===== src/rtl/ising_phase_sampler.sv =====
`default_nettype none
// ============================================================================
//  Module   : ising_phase_sampler
//  Purpose  : Runs one measurement of the coupled oscillator array. It holds
//             the array's oscillator reset low for a fixed time, lets the
//             array settle, then counts how often each spin's phase matches
//             the reference oscillator over a programmable sampling window.
//             Each per-spin match count is reduced to one spin bit, and the
//             raw counts stay readable afterwards.
//  Revision : 1.0 - initial release
// ----------------------------------------------------------------------------
//  Ports
//    clk            in   1          AXI clock
//    axi_rstn       in   1          asynchronous active-low reset
//    start          in   1          begin a run (accepted in IDLE/DONE only)
//    abort          in   1          cancel a run (acts in RESET/SETTLE/SAMPLE)
//    settle_cycles  in   CNT_W      settle length, latched when start is taken
//    sample_cycles  in   CNT_W      sample window L, latched; 0 behaves as 1
//    phase_in       in   N          asynchronous spin phase outputs
//    ref_in         in   1          asynchronous reference oscillator phase
//    ising_rstn     out  1          registered oscillator reset to the array
//    busy           out  1          run in progress (RESET/SETTLE/SAMPLE)
//    done           out  1          run complete, results valid
//    spins          out  N          spins[i]=1 when spin i is in phase with ref
//    rd_idx         in   IDX_W      match counter select for readback
//    rd_count       out  CNT_W      match counter rd_idx; 0 when rd_idx >= N
// ============================================================================
module ising_phase_sampler #(
    parameter int N           = 8,
    parameter int CNT_W       = 16,
    parameter int SYNC_STAGES = 2,
    parameter int RST_CYCLES  = 4,
    localparam int IDX_W      = (N > 1) ? $clog2(N) : 1
) (
    input  logic             clk,
    input  logic             axi_rstn,
    input  logic             start,
    input  logic             abort,
    input  logic [CNT_W-1:0] settle_cycles,
    input  logic [CNT_W-1:0] sample_cycles,
    input  logic [N-1:0]     phase_in,
    input  logic             ref_in,
    output logic             ising_rstn,
    output logic             busy,
    output logic             done,
    output logic [N-1:0]     spins,
    input  logic [IDX_W-1:0] rd_idx,
    output logic [CNT_W-1:0] rd_count
);

    // The state timer holds "clocks remaining minus one", so a value of zero
    // means the current edge is the last one spent in the state.
    localparam logic [CNT_W-1:0] RST_LOAD = CNT_W'(RST_CYCLES - 1);

    typedef enum logic [2:0] {
        S_IDLE   = 3'd0,
        S_RESET  = 3'd1,
        S_SETTLE = 3'd2,
        S_SAMPLE = 3'd3,
        S_DONE   = 3'd4
    } state_t;

    // ------------------------------------------------------------------------
    // Input synchronizers. The ring oscillators are unrelated to clk, so
    // every phase bit goes through its own flop chain before it is compared.
    // ------------------------------------------------------------------------
    logic [SYNC_STAGES-1:0][N-1:0] ph_sync_q;
    logic [SYNC_STAGES-1:0][N-1:0] ph_sync_d;
    logic [SYNC_STAGES-1:0]        rf_sync_q;
    logic [SYNC_STAGES-1:0]        rf_sync_d;
    logic [N-1:0]                  ps;
    logic                          rs;

    always_comb begin
        ph_sync_d = {ph_sync_q[SYNC_STAGES-2:0], phase_in};
        rf_sync_d = {rf_sync_q[SYNC_STAGES-2:0], ref_in};
    end

    always_ff @(posedge clk or negedge axi_rstn) begin
        if (!axi_rstn) begin
            ph_sync_q <= '0;
            rf_sync_q <= '0;
        end else begin
            ph_sync_q <= ph_sync_d;
            rf_sync_q <= rf_sync_d;
        end
    end

    assign ps = ph_sync_q[SYNC_STAGES-1];
    assign rs = rf_sync_q[SYNC_STAGES-1];

    // ------------------------------------------------------------------------
    // Run control registers
    // ------------------------------------------------------------------------
    state_t           state_q,      state_d;
    logic [CNT_W-1:0] timer_q,      timer_d;
    logic [CNT_W-1:0] settle_q,     settle_d;
    logic [CNT_W-1:0] len_q,        len_d;
    logic [N-1:0]     spins_q,      spins_d;
    logic             ising_rstn_q, ising_rstn_d;
    logic             busy_q,       busy_d;
    logic             done_q,       done_d;

    // Counter control decoded by the FSM
    logic             cnt_clr;
    logic             cnt_acc;

    // ------------------------------------------------------------------------
    // Per-spin match counters. cnt_inc is the count including the current
    // clock's comparison; the spin decision on the final SAMPLE edge uses it
    // so that the last sample is not lost.
    // ------------------------------------------------------------------------
    logic [CNT_W-1:0] match_cnt_q [N];
    logic [CNT_W-1:0] match_cnt_d [N];
    logic [CNT_W-1:0] cnt_inc     [N];

    always_comb begin
        for (int i = 0; i < N; i++) begin
            cnt_inc[i] = match_cnt_q[i] + {{(CNT_W-1){1'b0}}, (ps[i] ~^ rs)};
            if (cnt_clr) begin
                match_cnt_d[i] = '0;
            end else if (cnt_acc) begin
                match_cnt_d[i] = cnt_inc[i];
            end else begin
                match_cnt_d[i] = match_cnt_q[i];
            end
        end
    end

    always_ff @(posedge clk or negedge axi_rstn) begin
        if (!axi_rstn) begin
            for (int i = 0; i < N; i++) begin
                match_cnt_q[i] <= '0;
            end
        end else begin
            for (int i = 0; i < N; i++) begin
                match_cnt_q[i] <= match_cnt_d[i];
            end
        end
    end

    // ------------------------------------------------------------------------
    // FSM: state register
    // ------------------------------------------------------------------------
    always_ff @(posedge clk or negedge axi_rstn) begin
        if (!axi_rstn) begin
            state_q      <= S_IDLE;
            timer_q      <= '0;
            settle_q     <= '0;
            len_q        <= '0;
            spins_q      <= '0;
            ising_rstn_q <= 1'b0;
            busy_q       <= 1'b0;
            done_q       <= 1'b0;
        end else begin
            state_q      <= state_d;
            timer_q      <= timer_d;
            settle_q     <= settle_d;
            len_q        <= len_d;
            spins_q      <= spins_d;
            ising_rstn_q <= ising_rstn_d;
            busy_q       <= busy_d;
            done_q       <= done_d;
        end
    end

    // ------------------------------------------------------------------------
    // FSM: next state, timer and counter control
    // ------------------------------------------------------------------------
    always_comb begin
        state_d  = state_q;
        timer_d  = timer_q;
        settle_d = settle_q;
        len_d    = len_q;
        spins_d  = spins_q;
        cnt_clr  = 1'b0;
        cnt_acc  = 1'b0;

        case (state_q)
            S_IDLE, S_DONE: begin
                if (start) begin
                    state_d  = S_RESET;
                    timer_d  = RST_LOAD;
                    settle_d = settle_cycles;
                    // A zero-length window still takes one sample.
                    len_d    = (sample_cycles == '0) ? {{(CNT_W-1){1'b0}}, 1'b1}
                                                     : sample_cycles;
                    cnt_clr  = 1'b1;
                end
            end

            S_RESET: begin
                if (abort) begin
                    state_d = S_IDLE;
                    cnt_clr = 1'b1;
                end else if (timer_q == '0) begin
                    if (settle_q == '0) begin
                        state_d = S_SAMPLE;
                        timer_d = len_q - 1'b1;
                    end else begin
                        state_d = S_SETTLE;
                        timer_d = settle_q - 1'b1;
                    end
                end else begin
                    timer_d = timer_q - 1'b1;
                end
            end

            S_SETTLE: begin
                if (abort) begin
                    state_d = S_IDLE;
                    cnt_clr = 1'b1;
                end else if (timer_q == '0) begin
                    state_d = S_SAMPLE;
                    timer_d = len_q - 1'b1;
                end else begin
                    timer_d = timer_q - 1'b1;
                end
            end

            S_SAMPLE: begin
                if (abort) begin
                    state_d = S_IDLE;
                    cnt_clr = 1'b1;
                end else begin
                    cnt_acc = 1'b1;
                    if (timer_q == '0) begin
                        state_d = S_DONE;
                        // Strict majority: exactly half the window is a 0.
                        for (int i = 0; i < N; i++) begin
                            spins_d[i] = (cnt_inc[i] > (len_q >> 1));
                        end
                    end else begin
                        timer_d = timer_q - 1'b1;
                    end
                end
            end

            default: begin
                state_d = S_IDLE;
                cnt_clr = 1'b1;
            end
        endcase
    end

    // ------------------------------------------------------------------------
    // Registered outputs, decoded from the next state so they line up with
    // the state register rather than trailing it by a clock.
    // ------------------------------------------------------------------------
    always_comb begin
        ising_rstn_d = (state_d == S_SETTLE) || (state_d == S_SAMPLE) ||
                       (state_d == S_DONE);
        busy_d       = (state_d == S_RESET) || (state_d == S_SETTLE) ||
                       (state_d == S_SAMPLE);
        done_d       = (state_d == S_DONE);
    end

    assign ising_rstn = ising_rstn_q;
    assign busy       = busy_q;
    assign done       = done_q;
    assign spins      = spins_q;

    // ------------------------------------------------------------------------
    // Counter readback. Out-of-range selects (possible when N is not a power
    // of two) read as zero.
    // ------------------------------------------------------------------------
    always_comb begin
        rd_count = '0;
        for (int i = 0; i < N; i++) begin
            if (rd_idx == IDX_W'(i)) begin
                rd_count = match_cnt_q[i];
            end
        end
    end

endmodule
`default_nettype wire


===== config.mk =====
export PLATFORM = sky130hd
export DESIGN_NAME = ising_phase_sampler
export DESIGN_NICKNAME = d
export VERILOG_FILES = /design/src/rtl/ising_phase_sampler.sv
export SDC_FILE = /design/constraint.sdc
export NUM_CORES = 1
export LEC_CHECK = 0
export CAP_MARGIN = 30
export CORE_UTILIZATION = 25
export CTS_CLUSTER_DIAMETER = 40
export DETAILED_ROUTE_END_ITERATION = 6
export PLACE_DENSITY = 0.49
export SYNTH_ARGS = -nofsm -noshare
export SYNTH_HDL_FRONTEND = slang
export SYNTH_SLANG_ARGS = --single-unit

===== constraint.sdc =====
create_clock -name clk -period 3.9 [get_ports clk]
set_input_delay 0.39 -clock clk [delete_from_list [all_inputs] [get_ports clk]]
set_output_delay 0.39 -clock clk [all_outputs]
set_load 0.01 [all_outputs]

# Word level (Yosys, flattened, before mapping)
# Index checks and enable logic that the tools add are counted.
# totals
ff_bits	208
input_bits	48
output_inout_bits	27
# classes
add_sub_neg	11
order_cmp	8
n_eq_ne	20
muxes	48
n_bitwise	9
reduce_logical	16
# op_table
op	n
16-bit two-way mux	33
16-bit by 1-bit adder with 16-bit output	8
16-bit by 15-bit > comparator with 1-bit output	8
16-bit one-hot mux with 4 select lines	1
16-bit logical NOT	3
16-bit by 1-bit subtractor with 16-bit output, second input constant	3
3-bit two-way mux	7
3-bit by 2-bit equality test with 1-bit output, second input constant	6
3-bit equality test, second input constant	6
3-bit one-hot mux with 4 select lines	1
2-bit != test, second input constant	5
3-bit by 1-bit equality test with 1-bit output, second input constant	3
1-bit XNOR	8
3-bit logical NOT	2
6-bit AND reduction	1
1-bit two-way mux	5
1-bit logical OR	4
4-bit nonzero test	1
3-bit AND reduction	1
3-bit OR reduction	1
1-bit one-hot mux with 2 select lines	1
2-bit AND reduction	1
2-bit nonzero test	1
2-bit OR reduction	1
1-bit inverter	1

# Depth between registers and ports, before layout
# Gate-level depths: netlist of the first run.
# logic_depth
depth_word	9
ltp_mapped	17
depth_no_buf	14

# Worst setup path before layout of the first run
# No wires, ideal clock.
# synth_path
path_type	register -> register
start	register rf_sync_q[1]
end	register spins_q[5] (netlist: spins[5])
setup_ps	126
t_arrival_ps	3833
path_slack_ps	-59
path_stages_with_launch	15
period_less_slack_ps	3959
path_cell_list	dfrtp_1 -> clkbuf_1 -> xnor2_1 -> ha_1 -> ha_1 -> and3_1 -> nor4b_1 -> and3_1 -> xor2_1 -> ha_1 -> a2111oi_0 -> o21ai_0 -> a211o_1 -> o211a_1 -> o32a_1
# synth_between
elab_chain_len	3
# synth_lines
element	line	source
start: declaration	69	logic [SYNC_STAGES-1:0] rf_sync_q;
start signal: assignment	85	rf_sync_q <= rf_sync_d;
1-bit XNOR	119	cnt_inc[i] = match_cnt_q[i] + {{(CNT_W-1){1'b0}}, (ps[i] ~^ rs)};
16-bit by 1-bit adder with 16-bit output	119	
16-bit by 15-bit > comparator with 1-bit output	231	spins_d[i] = (cnt_inc[i] > (len_q >> 1));
end signal: assignment	160	spins_q <= spins_d;
end: declaration	99	logic [N-1:0] spins_q, spins_d;
# Every way passes these cells.
# A chain may end at the register's enable or synchronous reset.

# Worst setup path in the final report of the first run
# layout_path
start	register rf_sync_q[1]
end	register spins_q[0] (netlist: spins[0])
# The elaborated chain is that of the path after synthesis.

==> flow_metrics.env, run 1 <==
export IMPL_cp_arrival_ps=4180
export IMPL_dpl_hpwl_um=37200
export IMPL_gp_routability_congestion=0.876
export IMPL_hold_start="phase_in[7]"
export IMPL_crit_top_cell="ha_1"
export IMPL_grt_util_met1_pct=21.8
export IMPL_p_leak_uw=0.00880
export IMPL_dieHeight_um=249
export IMPL_clkPwrFrac_pct=45.6
export IMPL_async_reset_ff_share_pct=100
export IMPL_io_pins=75
export IMPL_dr_pass1_iters=7
export IMPL_power_total_uw=11100
export IMPL_viasPerCell=5.20
export IMPL_status="finished clean"
export IMPL_critPathKind="reg2reg"
export IMPL_path_clk_slew_ps=50
export IMPL_p_switching_uw=4080
export IMPL_area_growth_syn_to_layout_pct=25.6
export IMPL_cp_start_kind="register"
export IMPL_combPwrFrac_pct=29.5
export IMPL_irDropWorstVdd_v=0.000379
export IMPL_crit_family="compound AO/OA/AOI/OAI gates"
export IMPL_dp_slack_ps=112
export IMPL_syn_avg_cell_area_um2=8.83
export IMPL_h_tree_depth=2
export IMPL_ff2ff_path_depth=15
export IMPL_synth_fa_ha_area_share_pct=11.4
export IMPL_diodes=0
export IMPL_fill_cells=6191
export IMPL_synth_simple_area_share_pct=18.3
export IMPL_syn_nets=1909
export IMPL_drv_cap=0
export IMPL_clock_skew_ps=33.6
export IMPL_layout_worst_path_cycle_share_pct=95.5
export IMPL_dr_total_vias=13700
export IMPL_final_cell_mix="dfrtp_1 (208), o21ai_0 (192), nand2_1 (165), ha_1 (139), nor2_1 (109)"
export IMPL_synth_top_family_by_area="compound AO/OA/AOI/OAI gates"
export IMPL_fp_dieW_um=249
export IMPL_drv_slew=0
export IMPL_multiInputGateArea_um2=9490
export IMPL_synth_edf_count=0
export IMPL_clock_fmax_mhz=268
export IMPL_reg2reg_slack_ps=170
export IMPL_tightest_slew_ps=996
export IMPL_r2r_end="spins[0]"
export IMPL_syn_inst=1722
export IMPL_p_int_uw=7040
export IMPL_antenna_found_initial=0
export IMPL_initial_utilization_pct=25.2
export IMPL_synth_top_flop_cell="dfrtp_1"
export IMPL_seq_area_frac_synth_pct=34.2
export IMPL_final_antenna_net_count=0
export IMPL_layout_setup_ws_ps=174
export IMPL_critical_path_max_stage_delay_ps=410
export IMPL_root_buffer="clkbuf_16"
export IMPL_use_met2_pct=28.6
export IMPL_drc=0
export IMPL_synth_compound_area_share_pct=21.1
export IMPL_io_buffers=74
export IMPL_clock_latency_ps=600
export IMPL_final_common_cell="dfrtp_1"
export IMPL_grt_pass1_wl_um=82100
export IMPL_cts_tree="built"
export IMPL_fin_tns_setup_ps=0
export IMPL_grt_pass1_vias=13600
export IMPL_syn_cell_area_um2=15200
export IMPL_cts_buffers=55
export IMPL_grt_total_usage_pct=17.1
export IMPL_placed_area_um2=17000
export IMPL_crit_required_ps=4350
export IMPL_totalWireLength_um=53100
export IMPL_crit_slowest_cell="dfrtp_1"
export IMPL_first_iter_violations=1112
export IMPL_nNetsFinal=1992
export IMPL_avgRoutedWirePerCell_um=20.2
export IMPL_ys_ff_latch=208
export IMPL_seq_power_share_pct=24.9
export IMPL_relSlewSlack_pct=33.4
export IMPL_grt_overflow=0
export IMPL_r2r_start="rf_sync_q[1]"
export IMPL_report_final_setup_viol=0
export IMPL_cp_end_kind="register"
export IMPL_finalInstanceArea_um2=19100
export IMPL_synth_xor_area_share_pct=8.35
export IMPL_ctsLongestPathBuffers=3
export IMPL_min_delay_path_depth=1
export IMPL_min_to="ph_sync_d[15]"
export IMPL_yosysUniqueCellTypes=77
export IMPL_power_density_nw_per_um2=582
export IMPL_die_area_um2=61800
export IMPL_grt_max_degree=108
export IMPL_core_region_area_um2=60200
export IMPL_use_met3_pct=2.68
export IMPL_swShare_pct=36.7
export IMPL_rows=90
export IMPL_whs_ps=240
export IMPL_seq_area_um2=5200
export IMPL_ys_warn_count=0
export IMPL_crit_buf_inv=1
export IMPL_min_period_ps=3730
export IMPL_cp_cell_sequence="buf_4 -> xnor2_1 -> ha_1 -> ha_1 -> and4_1 -> and2_1 -> and3_1 -> nand3_1 -> xnor2_1 -> ha_1 -> a2111oi_2 -> o21ai_1 -> a211o_1 -> o211a_1 -> o32a_1"
export IMPL_path_max_fanout=7
export IMPL_min_path_type="in2reg"
export IMPL_cts_sinks=208
export IMPL_synth_mux_area_fraction_pct=2.67
export IMPL_final_layout_size_suffix_gt1_share_pct=11.2
export IMPL_finalHoldViolCount=0
export IMPL_grt_busiest_layer="met2"
## synth_stat cells, types with 11 or more instances
| cell | count | area, um^2 |
|---|---|---|
| dfrtp_1 | 208 | 5200 |
| o21ai_0 | 195 | 976 |
| nand2_1 | 165 | 619 |
| ha_1 | 139 | 1740 |
| nor2_1 | 110 | 413 |
| xnor2_1 | 83 | 727 |
| clkbuf_1 | 77 | 289 |
| nand3_1 | 69 | 345 |
| xor2_1 | 62 | 543 |
| a21oi_1 | 61 | 305 |
| a22o_1 | 56 | 490 |
| inv_1 | 51 | 191 |
| and3_1 | 47 | 294 |
| nand4_1 | 42 | 263 |
| a21o_1 | 26 | 195 |
| o22ai_1 | 22 | 138 |
| nor4_1 | 19 | 119 |
| mux2i_1 | 18 | 180 |
| o31ai_1 | 18 | 135 |
| nor3_1 | 17 | 85.1 |
| a31oi_1 | 15 | 93.8 |
| nor2b_1 | 15 | 93.8 |
| mux2_2 | 14 | 158 |
| o211ai_1 | 14 | 105 |
| and2_1 | 11 | 68.8 |
| buf_2 | 11 | 55.1 |
| nand2b_1 | 11 | 68.8 |
## metrics by stage
step | util [%] | std cells
after floorplan | - | 1722
after global placement | 28.2 | 2529
after detailed placement | 28.2 | 2529
after CTS | 31.6 | 2633
after global routing | 31.7 | 2633
final | 31.7 | 2633
## sequential cells by signal, summed over array words and instances (netlist names)
signal       count
state_q          3
ph_sync_d        8
done             1
rf_sync_q        2
settle_q        16
match_cnt_q    128
len_q           16
busy             1
ps               8
spins            8
ising_rstn       1
timer_q         16
## metal layers
layer	part of all wire (%)	vias up
met4	4.3	0
met2	47	383
met3	5.0	109
met1	43	6668
met5	0	-
li1	-	6533
## how the worst max path moves through the flow
stage	from	endpoint	slack (ps)	cells after the start
after floorplan	rf_sync_q[1]	spins[2]	100	14
after global placement	rf_sync_q[1]	spins[3]	110	15
after detailed placement	rf_sync_q[1]	spins[3]	110	15
after CTS	rf_sync_q[1]	spins[5]	70	13
after global routing	rf_sync_q[1]	spins[0]	-90	15
final	rf_sync_q[1]	spins[0]	170	15
## logic make-up (layout without fill, tap and decap cells)
logic type,count (synthesis),after routing
compound gates,495,495
xor+xnor,145,145
fa+ha+maj,139,139
buf+inv,152,281
flops,208,208
mux,35,35
simple gates,548,548
## layout make-up
cell class              instances  area share [%]
flip-flops and latches        208            27.3
repair buffers                126            6.16
clock buffers                  57            7.35
multi-input cells            1362            49.7
inverters                      52            1.02
well taps                     782            5.12
clock inverters                46            3.38
## power by group through the flow
stage | logic [uW] | clock network [uW] | registers, uW
finish | 3280 | 5070 | 2770
global route | 3610 | 5280 | 2810
floorplan | 2090 | 0 | 2680
CTS | 3300 | 5150 | 2770
global placement | 3230 | 0 | 2790
detailed placement | 3280 | 0 | 2800
## what timing repair did
item / CTS / global route
endpoints found under the setup margin: 0 / 5
setup buffers: 0 / 0
hold buffers: 1 / 0
hold endpoints to repair: 104 / 0
gates resized for setup: 0 / 14
No activity file was read; power rests on OpenSTA's default activity.
==> run 2, diff against run 1 <==
--- a/config.mk
+++ b/config.mk
@@ -10,6 +10,7 @@
 export CTS_CLUSTER_DIAMETER = 40
 export DETAILED_ROUTE_END_ITERATION = 6
 export PLACE_DENSITY = 0.49
+export SKIP_LAST_GASP = 1
 export SYNTH_ARGS = -nofsm -noshare
 export SYNTH_HDL_FRONTEND = slang
 export SYNTH_SLANG_ARGS = --single-unit
==> run 2 against run 1 <==
Compared with the run above:
- core utilization about the same
- sequential share of layout area hardly changed
- via count is essentially flat
- clock power barely moved
- critical path type unchanged
- power about the same
- highest routed layer unchanged
- first-iteration DRC count shrank 0.18%
- register-to-register slack about the same
- cell count did not move
- largest power group unchanged
- fmax fell by 0.19%
- critical endpoint unchanged
- combinational power is essentially flat
- die area unchanged
- worst setup slack worse by 7.0 ps
==> flow_metrics.env, run 2 (synthesis results as in run 1) <==
export IMPL_grt_total_usage_pct=17.1
export IMPL_viasPerCell=5.20
export IMPL_nNetsFinal=1992
export IMPL_area_growth_syn_to_layout_pct=25.6
export IMPL_cts_sinks=208
export IMPL_gp_routability_congestion=0.876
export IMPL_initial_utilization_pct=25.2
export IMPL_path_max_fanout=7
export IMPL_drv_cap=0
export IMPL_rsz0062_at_grt="true"
export IMPL_report_final_setup_viol=0
export IMPL_crit_required_ps=4350
export IMPL_cp_arrival_ps=4180
export IMPL_clock_latency_ps=600
export IMPL_grt_pass1_wl_um=82100
export IMPL_grt_max_degree=108
export IMPL_root_buffer="clkbuf_16"
export IMPL_die_area_um2=61800
export IMPL_final_layout_size_suffix_gt1_share_pct=11.2
export IMPL_final_core_util_pct=31.7
export IMPL_first_iter_violations=1110
export IMPL_wl_met1_um=23300
export IMPL_h_tree_depth=2
export IMPL_clock_fmax_mhz=268
export IMPL_relSlewSlack_pct=33.1
export IMPL_totalWireLength_um=53200
export IMPL_tightest_slew_ps=1000
export IMPL_drc=0
export IMPL_core_region_area_um2=60200
export IMPL_routed_top_layer="met4"
export IMPL_clock_skew_ps=34.3
export IMPL_final_cell_mix="dfrtp_1 (208), o21ai_0 (192), nand2_1 (165), ha_1 (139), nor2_1 (109)"
export IMPL_ctsLongestPathBuffers=3
export IMPL_cp_start_kind="register"
export IMPL_seq_area_um2=5200
export IMPL_cts_buffers=55
export IMPL_placed_area_um2=17000
export IMPL_dr_pass1_iters=6
export IMPL_fill_cells=6190
export IMPL_cts_tree="built"
export IMPL_dr_total_vias=13700
export IMPL_finalHoldViolCount=0
export IMPL_antenna_found_initial=0
export IMPL_finalInstanceArea_um2=19100
export IMPL_final_antenna_net_count=0
export IMPL_wl_met3_um=2300
export IMPL_min_path_type="in2reg"
export IMPL_min_period_ps=3730
export IMPL_grt_pass1_vias=13600
export IMPL_rows=90
export IMPL_layout_worst_path_cycle_share_pct=95.7
export IMPL_fin_tns_setup_ps=0
export IMPL_fp_dieW_um=249
export IMPL_dieHeight_um=249
export IMPL_irDropWorstVdd_v=0.000380
export IMPL_diodes=0
export IMPL_final_common_cell="dfrtp_1"
export IMPL_drv_slew=0
export IMPL_dp_slack_ps=112
export IMPL_critPathKind="reg2reg"
export IMPL_p_leak_uw=0.00879
export IMPL_multiInputGateArea_um2=9490
export IMPL_cp_end_kind="register"
export IMPL_io_pins=75
export IMPL_dpl_hpwl_um=37200
export IMPL_power_density_nw_per_um2=583
export IMPL_grt_overflow=0
export IMPL_path_clk_slew_ps=50
export IMPL_layout_setup_ws_ps=167
export IMPL_wl_met2_um=25300
export IMPL_regMostFlops="match_cnt_q"
export IMPL_avgRoutedWirePerCell_um=20.2
export IMPL_largest_reg_flops=128
export IMPL_status="finished clean"
export IMPL_io_buffers=74
-- run 2: worst max-delay path: stages (launching register included) --
cell and delay [ps]:
dfrtp_1 410, buf_4 200, xnor2_1 170, ha_1 220, ha_1 190, and4_1 200
and2_1 140, and3_1 200, nand3_1 130, xnor2_1 160, ha_1 220, a2111oi_2 370
o21ai_1 160, a211o_1 280, o211a_1 200, o32a_1 320
-- run 2: path summary, 6_finish.rpt --
path / start / end / slack [ps] / cells past startpoint
worst max-delay path: rf_sync_q[1] / spins[0] / 170 / 15
worst min-delay path: phase_in[7] / ph_sync_d[15] / 240 / 1
worst max register to register: rf_sync_q[1] / spins[0] / 170 / 15
worst min register to register: ph_sync_d[12] / ps[4] / 350 / 0
max in group asynchronous: axi_rstn / settle_q[10] / 2410 / 3
min in group asynchronous: axi_rstn / spins[0] / 450 / 2
-- run 2: what timing repair did --
item                                    in CTS  in global routing
buffers inserted                             0                  0
gates resized for setup                      0                 12
hold buffers                                 1                  0
endpoints found under the hold margin      104                  0
endpoints found under the setup margin       0                  5
-- run 2: per-layer routing --
layer | global-route usage [%] | up-vias
met5 | 0 | -
li1 | - | 6530
met3 | 2.68 | 103
met1 | 21.8 | 6678
met2 | 28.6 | 370
met4 | 7.54 | 0
-- run 2: final cells by class --
| class | instances | area share (%) |
|---|---|---|
| clock buffers | 57 | 7.35 |
| flip-flops and latches | 208 | 27.3 |
| multi-input cells | 1362 | 49.7 |
| inverters | 52 | 1.02 |
| well taps | 782 | 5.12 |
| clock inverters | 46 | 3.38 |
| repair buffers | 126 | 6.16 |
-- run 2: metrics by stage --
stage	cells	hold WS, ps	total power, uW
after floorplan	1722	94.4	4780
after global placement	2529	334	6020
after detailed placement	2529	337	6080
after CTS	2633	206	11200
after global routing	2633	232	11700
final	2633	240	11100
-- run 2: where the power goes --
part | switching, uW | total [uW] | internal, uW
registers | 366 | 2770 | 2410
clock network | 1580 | 5070 | 3500
logic | 2140 | 3280 | 1140
total | 4090 | 11100 | 7040
